## src/rtl/oclib_pkg.sv

```systemverilog
// oclib_pkg: shared CSR request/feedback structs, broadcast IDs and local-adapter FSM states.
//   csr_32_noc_s    : request  {toblock, space, address, wdata, read, write}
//   csr_32_noc_fb_s : feedback {rdata, ready, error}
package oclib_pkg;

    typedef struct packed {
        logic [31:0] toblock;
        logic [3:0]  space;
        logic [31:0] address;
        logic [31:0] wdata;
        logic        read;
        logic        write;
    } csr_32_noc_s;

    typedef struct packed {
        logic [31:0] rdata;
        logic        ready;
        logic        error;
    } csr_32_noc_fb_s;

    // An instance parameterised with these IDs answers to every block / space.
    localparam logic [31:0] BcBlockIdAny = 32'hFFFF_FFFF;
    localparam logic [3:0]  BcSpaceIdAny = 4'hF;

    typedef logic [1:0] csr_adapter_state_t;
    localparam csr_adapter_state_t CsrAdapterIdle    = 2'd0;
    localparam csr_adapter_state_t CsrAdapterAccess  = 2'd1;
    localparam csr_adapter_state_t CsrAdapterRespond = 2'd2;
    localparam csr_adapter_state_t CsrAdapterRelease = 2'd3;

endpackage

```

## src/rtl/oclib_csr_check_selected.sv

```systemverilog
// oclib_csr_check_selected: decides whether a CSR request addresses this block.
//   csrSelect : in  qualifier for the request
//   csr       : in  request struct (only toblock and space are inspected)
//   match     : out combinational hit
module oclib_csr_check_selected
    import oclib_pkg::*;
#(
    parameter type         CsrType       = csr_32_noc_s,
    parameter logic [31:0] AnswerToBlock = BcBlockIdAny,
    parameter logic [3:0]  AnswerToSpace = BcSpaceIdAny
) (
    input  logic   csrSelect,
    input  CsrType csr,
    output logic   match
);

    logic block_hit;
    logic space_hit;
    logic csr_unused;

    assign block_hit  = (AnswerToBlock == BcBlockIdAny) || (csr.toblock == AnswerToBlock);
    assign space_hit  = (AnswerToSpace == BcSpaceIdAny) || (csr.space == AnswerToSpace);
    assign match      = csrSelect && block_hit && space_hit;
    assign csr_unused = ^{csr.address, csr.wdata, csr.read, csr.write};

endmodule

```

## src/rtl/oclib_csr_local_adapter.sv

```systemverilog
// oclib_csr_local_adapter: terminates a CSR request on a block's local register port.
//   clock, reset (async, active-high)
//   csrSelect, csr -> csrFb       : CSR tree request / OR-combinable feedback
//   localRead, localWrite, localAddress, localWdata : held local access
//   localRdata, localReady, localError               : local completion
// Optional: define OC_LIBRARY_CSR_ADAPTER_TIMEOUT_EN to abort a local access
// after TimeoutCycles cycles with an error response.
module oclib_csr_local_adapter
    import oclib_pkg::*;
#(
    parameter type         CsrType       = csr_32_noc_s,
    parameter type         CsrFbType     = csr_32_noc_fb_s,
    parameter logic [31:0] AnswerToBlock = BcBlockIdAny,
    parameter logic [3:0]  AnswerToSpace = BcSpaceIdAny,
    parameter int          TimeoutCycles = 1024
) (
    input  logic        clock,
    input  logic        reset,
    input  logic        csrSelect,
    input  CsrType      csr,
    output CsrFbType    csrFb,
    output logic        localRead,
    output logic        localWrite,
    output logic [31:0] localAddress,
    output logic [31:0] localWdata,
    input  logic [31:0] localRdata,
    input  logic        localReady,
    input  logic        localError
);

    logic               match;
    logic               expired;
    csr_adapter_state_t state_q, state_d;
    logic               rd_q, rd_d, wr_q, wr_d;
    logic [31:0]        addr_q, addr_d, wdata_q, wdata_d, rdata_q, rdata_d;
    logic               err_q, err_d;

    oclib_csr_check_selected #(
        .CsrType       (CsrType),
        .AnswerToBlock (AnswerToBlock),
        .AnswerToSpace (AnswerToSpace)
    ) u_check (
        .csrSelect (csrSelect),
        .csr       (csr),
        .match     (match)
    );

`ifdef OC_LIBRARY_CSR_ADAPTER_TIMEOUT_EN
    logic [15:0] count_q;

    // Zero outside Access, so it is already clear on entry.
    always_ff @(posedge clock or posedge reset) begin
        if (reset) count_q <= '0;
        else       count_q <= (state_q == CsrAdapterAccess) ? count_q + 16'd1 : '0;
    end

    assign expired = (state_q == CsrAdapterAccess) && (count_q == 16'(TimeoutCycles - 1));
`else
    logic timeout_unused;

    assign timeout_unused = TimeoutCycles[0];
    assign expired        = 1'b0;
`endif

    always_comb begin
        state_d = state_q;
        rd_d    = rd_q;
        wr_d    = wr_q;
        addr_d  = addr_q;
        wdata_d = wdata_q;
        rdata_d = rdata_q;
        err_d   = err_q;
        case (state_q)
            CsrAdapterIdle: begin
                if (match && (csr.read ^ csr.write)) begin
                    state_d = CsrAdapterAccess;
                    rd_d    = csr.read;
                    wr_d    = csr.write;
                    addr_d  = csr.address;
                    wdata_d = csr.wdata;
                end else if (match && csr.read && csr.write) begin
                    state_d = CsrAdapterRespond;
                    rdata_d = '0;
                    err_d   = 1'b1;
                end
            end
            CsrAdapterAccess: begin
                // localReady wins over a timeout expiring in the same cycle.
                if (localReady || expired) begin
                    state_d = CsrAdapterRespond;
                    rd_d    = 1'b0;
                    wr_d    = 1'b0;
                    rdata_d = (localReady && rd_q) ? localRdata : '0;
                    err_d   = localReady ? localError : 1'b1;
                end
            end
            CsrAdapterRespond: state_d = CsrAdapterRelease;
            default:           state_d = (csr.read || csr.write) ? CsrAdapterRelease : CsrAdapterIdle;
        endcase
    end

    always_ff @(posedge clock or posedge reset) begin
        if (reset) begin
            state_q <= CsrAdapterIdle;
            rd_q    <= 1'b0;
            wr_q    <= 1'b0;
            addr_q  <= '0;
            wdata_q <= '0;
            rdata_q <= '0;
            err_q   <= 1'b0;
        end else begin
            state_q <= state_d;
            rd_q    <= rd_d;
            wr_q    <= wr_d;
            addr_q  <= addr_d;
            wdata_q <= wdata_d;
            rdata_q <= rdata_d;
            err_q   <= err_d;
        end
    end

    // Feedback stays all-zero outside Respond so many blocks can be OR-combined.
    always_comb begin
        csrFb       = '0;
        csrFb.ready = (state_q == CsrAdapterRespond);
        csrFb.rdata = (state_q == CsrAdapterRespond) ? rdata_q : '0;
        csrFb.error = (state_q == CsrAdapterRespond) && err_q;
    end

    assign localRead    = rd_q;
    assign localWrite   = wr_q;
    assign localAddress = addr_q;
    assign localWdata   = wdata_q;

endmodule

```

## config.mk

```make
export PLATFORM = sky130hd
export DESIGN_NAME = oclib_csr_local_adapter
export DESIGN_NICKNAME = d
export VERILOG_FILES = /design/src/rtl/oclib_pkg.sv /design/src/rtl/oclib_csr_check_selected.sv /design/src/rtl/oclib_csr_local_adapter.sv
export SDC_FILE = /design/constraint.sdc
export NUM_CORES = 1
export LEC_CHECK = 0
export CAP_MARGIN = 20
export CORE_ASPECT_RATIO = 0.75
export CORE_UTILIZATION = 38
export DETAILED_ROUTE_END_ITERATION = 8
export GPL_TIMING_DRIVEN = 0
export PLACE_DENSITY = 0.86
export SKIP_LAST_GASP = 1
export SLEW_MARGIN = 10
export SYNTH_ARGS = -nofsm -noshare
export SYNTH_HDL_FRONTEND = slang
export SYNTH_SLANG_ARGS = --single-unit
```

## constraint.sdc

```tcl
create_clock -name clock -period 4.3 [get_ports clock]
set_input_delay 0.86 -clock clock [delete_from_list [all_inputs] [get_ports clock]]
set_output_delay 0.86 -clock clock [all_outputs]
set_load 0.01 [all_outputs]
```

## Yosys cells after proc, flatten, opt, wreduce, memory -nomap -nowiden

Index checks and enable logic that the tools add are counted.

- Equality and inequality tests: 7
- Muxes and demuxes: 20
- Bitwise gates (word level): 1
- Reduce and logical (&&, ||, !) cells: 12

Operator list:

| operator | number |
|---|---|
| 2-to-1 mux 32 bit | 5 |
| one-hot mux 32 bit (2 select lines) | 1 |
| 2-to-1 mux 2 bit | 4 |
| != test 2 bit, second input constant | 4 |
| 2-to-1 mux 1 bit | 6 |
| one-hot mux 1 bit (2 select lines) | 3 |
| one-hot mux 2 bit (3 select lines) | 1 |
| logical AND 1 bit | 5 |
| AND reduction 2 bit | 2 |
| AND reduction 4 bit | 1 |
| != test 3 bit, second input constant | 1 |
| AND reduction 3 bit | 1 |
| equality test 2 x 1 -> 1 bit, second input constant | 1 |
| equality test 2 bit, second input constant | 1 |
| logical NOT 2 bit | 1 |
| nonzero test 2 bit | 1 |
| logical OR 1 bit | 1 |
| XOR 1 bit | 1 |

- Bits in registers: 101
- Output and inout port bits: 100

## Longest topological paths before layout

- Depth after elaboration: 5
- Mapped depth: 8
- Depth with buffers taken out: 5

## Hierarchy

From an unflattened synthesis, not the netlist that was laid out.

- Cells, all modules: 283
- Area total of the unflattened synthesis: 4230.3 um2

By module, submodules not included:

| module | instances | cells an instance | area an instance (um2) |
|---|---|---|---|
| oclib_csr_local_adapter | 1 | 282 | 4222.8 |
| oclib_csr_check_selected | 1 | 1 | 7.5 |

## Worst setup path after synthesis

Ideal clock, no wire load.

- Path type: input to register
- Start: input port csr[0] (netlist name)
- End: register wdata_q[10], in the netlist localWdata[10]
- Library setup time: 0.125 ns
- Data arrival time: 2.023 ns
- Data required time: 4.175 ns
- Path slack: 2.152 ns
- Stages on the path: 7
- Path buffers: 3
- Cells stage by stage: inv_1 -> ha_1 -> and3_1 -> buf_6 -> buf_6 -> buf_8 -> mux2_4

- Cells in the longest elaborated chain, start to end: 3

Ends and longest elaborated chain:

| what | line | RTL |
|---|---|---|
| start, declared | oclib_csr_local_adapter.sv:20 | `input CsrType csr,` |
| XOR 1 bit | oclib_csr_local_adapter.sv:75 | `if (match && (csr.read ^ csr.write)) begin` |
| logical AND 1 bit | oclib_csr_local_adapter.sv:75 |  |
| AND reduction 2 bit (no source line) | -- |  |
| end signal, assigned | oclib_csr_local_adapter.sv:116 | `wdata_q <= wdata_d;` |
| end, declared | oclib_csr_local_adapter.sv:35 | `logic [31:0] addr_q, addr_d, wdata_q, wdata_d, rdata_q, rdata_d;` |

No other way between the ends.
A chain may end at the register's enable or synchronous reset.

==> flow_metrics.env <==
export IMPL_fin_crit_sh=0.7340
export IMPL_fin_worst_skew_ps=6.398
export IMPL_h_tree_depth=3
export IMPL_max_cap_violations=0
export IMPL_crit_type="reg2out"
export IMPL_cp_slowest_stage_delay_ps=550
export IMPL_fill_cells=767
export IMPL_cts_setup_buffers=0
export IMPL_area_growth_pct=59.14
export IMPL_crit_path_start_kind="flip-flop"
export IMPL_die_area_um2=11540
export IMPL_switchingPower_uw=1211
export IMPL_drtIter0Drc=84
export IMPL_cts_root_buf="clkbuf_16"
export IMPL_worst_slew_pin_slew_ps=593.7
export IMPL_place_inst=621
export IMPL_die_w_um=123.7
export IMPL_setup_viol_count_final=0
export IMPL_syn_num_nets=426
export IMPL_ys_seq_area_frac=0.5985
export IMPL_hp_class="reg2reg"
export IMPL_synth_cells=282
export IMPL_dpl_cell_area_um2=6445
export IMPL_layout_commonest_cell="clkdlybuf4s50_1"
export IMPL_synth_area_per_cell_um2=14.97
export IMPL_p_int_uw=2846
export IMPL_ys_flop_type="dfrtp_1"
export IMPL_cp_num_buf_inv=3
export IMPL_tns_ps=0
export IMPL_grt_max_degree=57
export IMPL_grt_ovfl_total=0
export IMPL_cp_slowest_cell="clkdlybuf4s50_1"
export IMPL_final_cells=636
export IMPL_synth_async_reset_ratio=1.000
export IMPL_gp_congestion=0.7501
export IMPL_wl_um=10380
export IMPL_grt_pass1_wl_um=16010
export IMPL_stdcell_area_um2=6720
export IMPL_synth_edf_count=0
export IMPL_path_cells="inv_1, ha_1, clkbuf_1, and2_1, clkdlybuf4s50_1"
export IMPL_power_share_switching=0.2985
export IMPL_dpl_hpwl_um=7781
export IMPL_period_needed_ps=3156
export IMPL_required_ps=3440
export IMPL_viasPerCell=4.741
export IMPL_die_y_um=93.30
export IMPL_mostFrequentLayoutCells="clkdlybuf4s50_1 (202), dfrtp_1 (101), mux2_2 (38)"
export IMPL_p_leak_uw=0.002929
export IMPL_slew_violations=0
export IMPL_slew_headroom=0.6042
export IMPL_rsz0062_at_grt="no"
export IMPL_critPathTopFamily="buffers and inverters"
export IMPL_grt_use_total=0.1832
export IMPL_drc_errors=0
export IMPL_place_ws_ps=1240
export IMPL_cts_sinks=101
export IMPL_nNetsFinal=640
export IMPL_firstDrtPassIters=4
export IMPL_cts_buffers=9
export IMPL_yosys_cell_types_count=27
export IMPL_grt_pass1_vias=3151
export IMPL_netlist_area_um2=4223
export IMPL_num_vias=3015
export IMPL_utilization=0.6382
export IMPL_ioPinCount=239
export IMPL_fmax_ghz=0.3168
export IMPL_power_density_nw_per_um2=603.6
export IMPL_start_util=0.4010
export IMPL_hold_viol=0
export IMPL_clockPowerShare=0.186
export IMPL_port_buffers=202
export IMPL_cts_hold_fix_buffers=0
export IMPL_cp_end_kind="primary output"
export IMPL_crit_path_max_fanout=10
export IMPL_ys_seq_elements=101
export IMPL_clk_pin_slew_worst_paths_ps=70
export IMPL_route_detailed_wl_per_inst_um=16.33
export IMPL_status="complete, no violations"
export IMPL_antenna_found_initial=0
export IMPL_p_comb_frac=0.437
export IMPL_rows=32
export IMPL_coreArea_um2=10530
export IMPL_ir_worst_vdd_mv=0.2303
export IMPL_ys_warnings_count=0
export IMPL_power_frac_seq=0.377
export IMPL_cts_tree="built"
export IMPL_cts_buffer_depth=2
export IMPL_clk_latency_ps=330
export IMPL_crit_arrival_ps=2300
export IMPL_drive_above_1_share=0.1860
export IMPL_ctsResizeCount=0
export IMPL_antennaDiodeCount=0
export IMPL_antenna_left=0
export IMPL_setup_slack_ps=1144
==> worst register-to-register path, stage by stage (launching register included) <==
cell	delay, ps
dfrtp_1	400
inv_1	100
ha_1	300
mux2i_1	230
a21o_1	250
clkbuf_1	430
a22o_1	220
==> path summary, 6_finish.rpt <==
path / start / endpoint / slack [ps] / cells past startpoint
max: state_q[0] / csrFb[7] / 1140 / 5
min: rdata_q[20] / rdata_q[20] / 500 / 1
max reg2reg: state_q[1] / rdata_q[27] / 2310 / 6
min reg2reg: rdata_q[20] / rdata_q[20] / 500 / 1
max in group asynchronous: reset / localAddress[8] / 2700 / 3
min in group asynchronous: reset / localWdata[12] / 950 / 2
==> cell families (layout without fill, tap and decap cells) <==
logic type / Yosys count / after routing / share of synthesized area
adder cells (fa/ha/maj): 5 / 5 / 0.01481
AO/OA/AOI/OAI: 42 / 42 / 0.08444
buffers and inverters: 24 / 242 / 0.03644
flip-flops: 101 / 101 / 0.5985
multiplexers: 68 / 68 / 0.2044
AND/OR/NAND/NOR: 42 / 42 / 0.06134
==> Yosys cell counts (all sizes together) (2+ instances only) <==
cell / count / area [um2]
dfrtp: 101 / 2527
ha: 5 / 62.56
nand2: 2 / 7.510
mux2i: 3 / 30.03
a22oi: 2 / 15.01
mux2: 65 / 833.3
and2: 33 / 206.5
inv: 7 / 26.28
clkbuf: 6 / 22.52
o2bb2ai: 2 / 17.52
buf: 11 / 105.1
o31ai: 2 / 15.01
nor2b: 2 / 12.51
a22o: 32 / 280.3
==> sequential cells by signal, summed over array words and instances (netlist names) <==
signal        cells
err_q             1
localAddress     32
localRead         1
localWdata       32
localWrite        1
rdata_q          32
state_q           2
==> power groups by stage <==
stage | combinational [uW] | sequential (uW) | clock [uW]
floorplan | 699 | 1660 | 0
global placement | 1750 | 1520 | 0
detailed placement | 1790 | 1540 | 0
CTS | 1800 | 1530 | 776
global route | 1910 | 1580 | 819
finish | 1770 | 1530 | 753
==> through the flow <==
| stage | total power (uW) | hold WS, ps |
|---|---|---|
| floorplan | 2364 | 457.7 |
| global placement | 3272 | 476.7 |
| detailed placement | 3338 | 475.2 |
| CTS | 4110 | 496.8 |
| global route | 4304 | 513.0 |
| finish | 4056 | 496.3 |
==> final cells by class <==
class	count	area (um2)	share of cell area
Clock inverter	4	32.53	0.004841
Sequential cell	101	2527	0.3761
Multi-Input combinational cell	157	1541	0.2294
Buffer	17	127.6	0.01899
Inverter	7	28.78	0.004282
Clock buffer	11	242.7	0.03612
Tap cell	136	170.2	0.02532
Timing Repair Buffer	203	2049	0.3050
==> routing by layer <==
metal | vias up | global-route usage | part of all wire
met3 | 8 | 0.04878 | 0.074
met1 | 1458 | 0.2284 | 0.43
li1 | 1427 | - | -
met2 | 122 | 0.3139 | 0.49
met5 | - | 0 | 0
met4 | 0 | 0.04518 | 0.0073
No activity file was read; power rests on OpenSTA's default activity.
